**src/rtl/logicnets_pkg.sv**
```systemverilog
// Shared state encoding and sizing helpers for the LogicNets LUT layer.
package logicnets_pkg;

    typedef enum logic [1:0] {
        StRun,
        StDrain,
        StWrite
    } state_e;

    function automatic int unsigned table_depth(input int unsigned fan_in);
        return 32'd1 << fan_in;
    endfunction

    // One spare code so an out-of-range neuron index can be expressed on the cfg port.
    function automatic int unsigned neuron_idx_w(input int unsigned n_neurons);
        return $clog2(n_neurons + 1);
    endfunction

endpackage

```
**src/rtl/logicnets_lut_neuron.sv**
```systemverilog
// One truth-table neuron: register table cleared at reset, single write port,
// combinational lookup.
module logicnets_lut_neuron
    import logicnets_pkg::*;
#(
    parameter int unsigned FAN_IN   = 6,
    parameter int unsigned OUT_BITS = 1
) (
    input  logic                clk,
    input  logic                rst_n,
    input  logic                we,
    input  logic [FAN_IN-1:0]   addr,
    input  logic [OUT_BITS-1:0] data,
    input  logic [FAN_IN-1:0]   lookup_addr,
    output logic [OUT_BITS-1:0] lookup_data
);

    localparam int unsigned DEPTH = table_depth(FAN_IN);

    logic [OUT_BITS-1:0] tbl_q [DEPTH];

    always_ff @(posedge clk or negedge rst_n) begin
        if (!rst_n) begin
            for (int unsigned i = 0; i < DEPTH; i++) begin
                tbl_q[i] <= '0;
            end
        end else if (we) begin
            tbl_q[addr] <= data;
        end
    end

    assign lookup_data = tbl_q[lookup_addr];

endmodule

```
**src/rtl/logicnets_lut_layer_pipe.sv**
```systemverilog
// Two-stage pipelined LogicNets layer with valid/ready streaming and a config port
// that drains the pipe before rewriting table entries.
module logicnets_lut_layer_pipe
    import logicnets_pkg::*;
#(
    parameter int unsigned N_NEURONS = 8,
    parameter int unsigned FAN_IN    = 6,
    parameter int unsigned OUT_BITS  = 1,
    localparam int unsigned IDX_W    = neuron_idx_w(N_NEURONS),
    localparam int unsigned IN_W     = N_NEURONS * FAN_IN,
    localparam int unsigned OUT_W    = N_NEURONS * OUT_BITS
) (
    input  logic                clk,
    input  logic                rst_n,
    input  logic                in_valid,
    output logic                in_ready,
    input  logic [IN_W-1:0]     in_data,
    output logic                out_valid,
    input  logic                out_ready,
    output logic [OUT_W-1:0]    out_data,
    input  logic                cfg_valid,
    output logic                cfg_ready,
    input  logic [IDX_W-1:0]    cfg_neuron,
    input  logic [FAN_IN-1:0]   cfg_addr,
    input  logic [OUT_BITS-1:0] cfg_data
);

    state_e           state_q, state_d;
    logic             s1_valid_q, s2_valid_q;
    logic [IN_W-1:0]  s1_data_q;
    logic [OUT_W-1:0] s2_data_q;
    logic [OUT_W-1:0] lut_out;
    logic             s1_en, s2_en, tbl_we, in_fire;

    assign s2_en     = !s2_valid_q || out_ready;
    assign s1_en     = !s1_valid_q || s2_en;
    assign in_ready  = s1_en && (state_q == StRun);
    assign in_fire   = in_valid && in_ready;
    assign out_valid = s2_valid_q;
    assign out_data  = s2_data_q;

    always_ff @(posedge clk or negedge rst_n) begin
        if (!rst_n) begin
            state_q    <= StRun;
            s1_valid_q <= 1'b0;
            s2_valid_q <= 1'b0;
            s1_data_q  <= '0;
            s2_data_q  <= '0;
        end else begin
            state_q <= state_d;
            if (s1_en) begin
                s1_valid_q <= in_fire;
                if (in_fire) begin
                    s1_data_q <= in_data;
                end
            end
            if (s2_en) begin
                s2_valid_q <= s1_valid_q;
                if (s1_valid_q) begin
                    s2_data_q <= lut_out;
                end
            end
        end
    end

    // WRITE stays resident while cfg_valid is held so bursts retire one entry per cycle.
    always_comb begin
        state_d   = state_q;
        cfg_ready = 1'b0;
        tbl_we    = 1'b0;
        unique case (state_q)
            StRun: begin
                if (cfg_valid) begin
                    state_d = StDrain;
                end
            end
            StDrain: begin
                if (!cfg_valid) begin
                    state_d = StRun;
                end else if (!s1_valid_q && !s2_valid_q) begin
                    state_d = StWrite;
                end
            end
            StWrite: begin
                if (cfg_valid) begin
                    cfg_ready = 1'b1;
                    tbl_we    = 1'b1;
                end else begin
                    state_d = StRun;
                end
            end
            default: state_d = StRun;
        endcase
    end

    for (genvar n = 0; n < N_NEURONS; n++) begin : g_neuron
        logicnets_lut_neuron #(
            .FAN_IN  (FAN_IN),
            .OUT_BITS(OUT_BITS)
        ) u_neuron (
            .clk        (clk),
            .rst_n      (rst_n),
            .we         (tbl_we && (cfg_neuron == IDX_W'(n))),
            .addr       (cfg_addr),
            .data       (cfg_data),
            .lookup_addr(s1_data_q[n*FAN_IN +: FAN_IN]),
            .lookup_data(lut_out[n*OUT_BITS +: OUT_BITS])
        );
    end

endmodule

```
**config.mk**
```make
export PLATFORM = sky130hd
export DESIGN_NAME = logicnets_lut_layer_pipe
export DESIGN_NICKNAME = d
export VERILOG_FILES = /design/src/rtl/logicnets_pkg.sv /design/src/rtl/logicnets_lut_neuron.sv /design/src/rtl/logicnets_lut_layer_pipe.sv
export SDC_FILE = /design/constraint.sdc
export NUM_CORES = 1
export LEC_CHECK = 0
export CAP_MARGIN = 20
export CELL_PAD_IN_SITES_DETAIL_PLACEMENT = 0
export CELL_PAD_IN_SITES_GLOBAL_PLACEMENT = 1
export CORE_MARGIN = 2
export CORE_UTILIZATION = 51
export CTS_CLUSTER_SIZE = 24
export DETAILED_ROUTE_END_ITERATION = 8
export GPL_ROUTABILITY_DRIVEN = 0
export PLACE_DENSITY = 0.86
export SKIP_CTS_REPAIR_TIMING = 1
export SLEW_MARGIN = 10
export SYNTH_ARGS = -nofsm -noshare
export SYNTH_HDL_FRONTEND = slang
export SYNTH_HIERARCHICAL = 1
export SYNTH_SLANG_ARGS = --single-unit
```
**constraint.sdc**
```tcl
create_clock -name clk -period 3.01 [get_ports clk]
set_input_delay 0.7525 -clock clk [delete_from_list [all_inputs] [get_ports clk]]
set_output_delay 0.7525 -clock clk [all_outputs]
set_load 0.005 [all_outputs]
```
* Yosys cells after proc, flatten, opt, wreduce, memory -nomap -nowiden
Index checks and enable logic that the tools add are counted. Widths: inputs -> output; s select.
Cells by class: $lt $le $gt $ge 10, equal/unequal tests 12, mux-type cells 41, bitwise logic cells 9, reduce and logical (&&, ||, !) cells 21
Operator list (count):
- $bwmux 64 | 8
- $ge 7x7->1 const B | 9
- $not 6->7 | 9
- $bmux 1 s6 | 8
- $mux 1 | 19
- $eq 4x3->1 const B | 4
- $logic_and 1x1->1 | 12
- $eq 4x2->1 const B | 2
- $mux 2 | 4
- $lt 7x1->1 const B | 1
- $demux 1 s6 | 1
- $pmux 2 s3 | 1
- $eq 4x1->1 const B | 1
- $logic_not 4->1 | 1
- $ne 2x2->1 const B | 2
- $reduce_and 2->1 | 2
- $ne 3x3->1 const B | 1
- $reduce_and 3->1 | 1
- $eq 2x1->1 const B | 1
- $eq 2x2->1 const B | 1
- $logic_not 1->1 | 2
- $logic_not 2->1 | 1
- $logic_or 1x1->1 | 2
Word-level totals: register bits 572, bits of input ports 64, output and inout bits 11, logic and storage cells 610

* Longest topological paths before layout
Gate-level depths: netlist of the first run.
depth after elaboration 6, depth in mapped cells 8, mapped depth without buffers 7

* Cells and area by module
Netlist of the first run, hierarchy kept.
Modules (own cells, without submodules):
- logicnets_lut_neuron | instances 8, cells an instance 299, area an instance 3444.6 um2, seq. area each 1601.5 um2
- logicnets_lut_layer_pipe | instances 1, cells an instance 148, area an instance 2367.3 um2, seq. area each 1501.4 um2

* Worst setup path after synthesis of the first run
Ideal clock, no wire load.
path kind input -> register, start point input cfg_valid, end point register g_neuron[1].u_neuron/tbl_q[59] in the netlist's numbering, library setup time 0.125 ns, arrival time 2.647 ns, data required time 2.885 ns, slack 0.238 ns, cell stages on the path 7, path buffers 0, cell sequence and3b_1 -> nand2_1 -> nor4_1 -> nor4b_1 -> nand2b_1 -> nor3b_1 -> mux2_2
On the way: word-level cells in the longest chain between the ends 3
RTL lines:
- start: declaration | RTL line logicnets_lut_layer_pipe.sv:21 | input logic cfg_valid,
- $mux 1 | RTL line logicnets_lut_layer_pipe.sv:85 | if (cfg_valid) begin
- $mux 1 | RTL line logicnets_lut_layer_pipe.sv:71 | unique case (state_q)
- $logic_and 1x1->1 | RTL line logicnets_lut_layer_pipe.sv:103 | .we (tbl_we && (cfg_neuron == IDX_W'(n))),
- end signal: indexed assignment | RTL line logicnets_lut_neuron.sv:28 | tbl_q[addr] <= data;
- end: declaration | RTL line logicnets_lut_neuron.sv:20 | logic [OUT_BITS-1:0] tbl_q [DEPTH];
No other way between the ends. A chain may end at the register's enable or synchronous reset.

* Worst setup path in the final report of the first run
start point input cfg_valid, end point output cfg_ready
On the way: word-level cells in the longest chain between the ends 2
RTL lines:
- $mux 1 | RTL line logicnets_lut_layer_pipe.sv:85
- $mux 1 | RTL line logicnets_lut_layer_pipe.sv:71
- end: declaration | RTL line logicnets_lut_layer_pipe.sv:22 | output logic cfg_ready,
No other way between the ends.

==> summary.txt, run 1 <==
Skew-Pair Late Insertion Delay - 600 ps
Area share of the largest cell type after synthesis - 0.4783
Fin crit share - 0.9508
Antenna violations before repair - 1
First-pass GRT wire length - 117.0 mm
Clock Skew - 16.18 ps
Min cycle time layout - 2862 ps
Switching Share - 0.2863
Int Power - 14.78 mW
Worst setup margin - 148.0 ps
Post-Syn Area - 29920 um^2
CP arrival - 2110 ps
Maximum vdd drop - 0.0005385 V
H-tree depth - 3
Core ar. - 57810 um^2
CTS clk-pin slew, worst paths - 60 ps
Max-slew headroom - 0.5563
Critical path class - input pin to output pin
Post-DR vias/cell - 5.905
Leak - 15.59 nW
Worst slew pin tran - 665.5 ps
Peak Freq - 349.4 MHz
CTS tree - done
WL met1 - 30.91 mm
RSZ-0062 raised after global routing - false
Hpwl dp - 46.74 mm
Die width - 246.2 um
Hold slack - 150.6 ps
Sequential area share after synthesis - 0.4783
Crit path capture - cfg_ready
Worst r2r src - state_q[0]
Fraction of registers with async set/reset - 1.000
Critical path data required time - 2260 ps
Net Count, Synth - 2604
Final antenna-violating net count - 0
# rows - 88
Die Ht - 246.2 um
Synth area leaders - dfrtp_1 48%, mux2_2 21%, mux4_2 6.6%, nor2_1 4.0%, nand2_1 3.8%
Initial drt markers - 1492
Count of final max-slew check failures - 0
Area Growth Syn to Fin - 15.83%
WL met3 - 4.369 mm
CTS root buf - clkbuf_16
Hold Vio Cnt, Final - 0
Largest net degree at the start of global routing - 98
Vias - 20660
Cts bufs inserted - 66
CP endpoint kind - output pin
Number of global-route vias before repair - 21820
Wire per inst - 20.57 um
Syn avg cell area - 11.78 um^2
Status - complete, no violations
Max Root-Sink Buffers - 3
Overall die area - 60630 um^2
Post-synth EDFFs - 0
Highest cell delay on the worst timing path - 560 ps
I/O pin total - 75
Layout cell share with drive strength beyond 1 - 0.3721
DRC - 0
Final setup viols - 0
Top Layer Used - met4
Mapped Cells - 2540
Critical Path Source - cfg_valid
Cell repeated most along the worst path - clkdlybuf4s50_1
Reg2reg setup slack - 340 ps
R2r worst-path depth - 9
CP Launch Type - input pin
Max cap viols - 0
Commonest non-fill, non-tap cell in the layout - dfrtp_1
CP max FO - 3
Overflow after GRT - 0
Pre-CTS setup slack - -413.4 ps
Sink Count - 572
Pwr Density - 597.3 nW/um^2
Yosys warns - 6
Reg-to-Reg End - g_neuron[4].u_neuron/tbl_q[61]
Final WL - 71.96 mm
Post-synth cell types - 41
Met2 WL - 35.19 mm
Cell with the largest stage delay on the worst path - clkdlybuf4s50_1
Most frequent cells in the layout - 572 x dfrtp_1, 567 x mux2_2, 321 x nor2_1
Synthesized flop and latch total - 572
Fin area - 34660 um^2
Buffers on Ports - 74
Nets - 2749
Power Total - 20.70 mW
1st-pass router iterations - 5
Critical path's top delay family - buffers and inverters
Ys flop type - dfrtp_1
Stages on the worst setup path - 3
Synth area leader - dfrtp_1
Crit-path cells - clkdlybuf4s50_1 > and3b_1 > clkdlybuf4s50_1
Reg power frac - 0.427
Overall Global Routing Usage - 0.2426
Sw power - 5.927 mW
Clk network pwr share - 0.394
Util after Layout - 0.5996
Initial Utilization - 0.5177
Cell area after placement - 32420 um^2
Combinational share of power - 0.179
Worst Hold Class - input pin to async pin
WP buf/inv - 2
stage by stage:
stage	instances	setup TNS (ps)
detailed placement	3382	-58050
global placement	3382	-49090
CTS	3498	0
global route	3499	0
finish	3499	0
floorplan	2540	0
routing by layer:
| metal | global-route usage | vias up |
|---|---|---|
| li1 | - | 9359 |
| met1 | 0.3200 | 10630 |
| met2 | 0.4024 | 557 |
| met3 | 0.04815 | 114 |
| met4 | 0.07932 | 0 |
| met5 | 0 | - |
power groups by stage:
stage	logic (mW)	registers [mW]	clock network, mW
2_1_floorplan	2.91	8.41	0
3_3_place_gp	3.67	8.94	0
3_5_place_dp	3.72	8.95	0
4_1_cts	3.73	8.82	8.33
5_1_grt	4.03	8.89	8.66
6_report	3.71	8.85	8.15
how the worst min path moves through the flow:
stage	cells past startpoint	startpoint	endpoint	slack, ps
detailed placement	1	g_neuron[7].u_neuron/tbl_q[31]	g_neuron[7].u_neuron/tbl_q[31]	480
CTS	1	rst_n	g_neuron[3].u_neuron/tbl_q[35]	160
global route	1	rst_n	g_neuron[3].u_neuron/tbl_q[35]	180
finish	1	rst_n	g_neuron[3].u_neuron/tbl_q[35]	150
floorplan	0	rst_n	g_neuron[0].u_neuron/tbl_q[0]	460
global placement	1	g_neuron[2].u_neuron/tbl_q[31]	g_neuron[2].u_neuron/tbl_q[31]	480
sequential cells by signal, summed over array words and instances, names as in the netlist:
name	count
g_neuron.u_neuron/tbl_q	512
out_data	8
out_valid	1
s1_data_q	48
s1_valid_q	1
state_q	2
logic make-up after synthesis:
logic type	Yosys count	synth area share
mux	712	0.3045
buf+inv	190	0.02814
flops	572	0.4783
compound gates	81	0.02601
simple gates	985	0.1630
worst reg2reg max path, delay by kind of cell, from the launching register on:
family | cells | cell delay [ps]
multiplexers | 1 | 360
flip-flops | 1 | 410
buffers and inverters | 2 | 330
AND/OR/NAND/NOR | 6 | 1470
layout make-up:
class / instances / area [um^2]
antenna: 1 / 2.502
clock buffer: 103 / 2087
clock inverter: 13 / 152.6
fill: 4548 / 23150
inverter: 33 / 123.9
multi-input combinational: 1778 / 14780
sequential: 572 / 14310
tap: 765 / 957.2
timing repair buffer: 234 / 2247
Yosys cell counts, types with 32 or more instances:
library cell    n
dfrtp_1       572
mux2_2        567
nor2_1        321
nand2_1       299
clkbuf_1       96
mux4_2         88
buf_2          43
mux2i_1        40
nand2b_1       36
nor3_1         36
nor3b_1        34
inv_1          33
nand3_1        32
Power figures use the tool's default switching activity.
==> inputs of run 2 (changes only) <==
--- a/config.mk
+++ b/config.mk
@@ -5,6 +5,7 @@
 export SDC_FILE = /design/constraint.sdc
 export NUM_CORES = 1
 export LEC_CHECK = 0
+export ABC_AREA = 0
 export CAP_MARGIN = 20
 export CELL_PAD_IN_SITES_DETAIL_PLACEMENT = 0
 export CELL_PAD_IN_SITES_GLOBAL_PLACEMENT = 1
==> results of run 2 <==
Same layout as run 1: the final DEF is identical, and so are final timing and power.
==> inputs of run 3 (changes only) <==
--- a/config.mk
+++ b/config.mk
@@ -6,6 +6,7 @@
 export NUM_CORES = 1
 export LEC_CHECK = 0
 export ABC_AREA = 0
+export ABC_CLOCK_PERIOD_IN_PS = 3010
 export CAP_MARGIN = 20
 export CELL_PAD_IN_SITES_DETAIL_PLACEMENT = 0
 export CELL_PAD_IN_SITES_GLOBAL_PLACEMENT = 1
@@ -15,7 +16,6 @@
 export DETAILED_ROUTE_END_ITERATION = 8
 export GPL_ROUTABILITY_DRIVEN = 0
 export PLACE_DENSITY = 0.86
-export SKIP_CTS_REPAIR_TIMING = 1
 export SLEW_MARGIN = 10
 export SYNTH_ARGS = -nofsm -noshare
 export SYNTH_HDL_FRONTEND = slang
==> results of run 3 <==
Same layout as run 1: the final DEF is identical, and so are final timing and power.
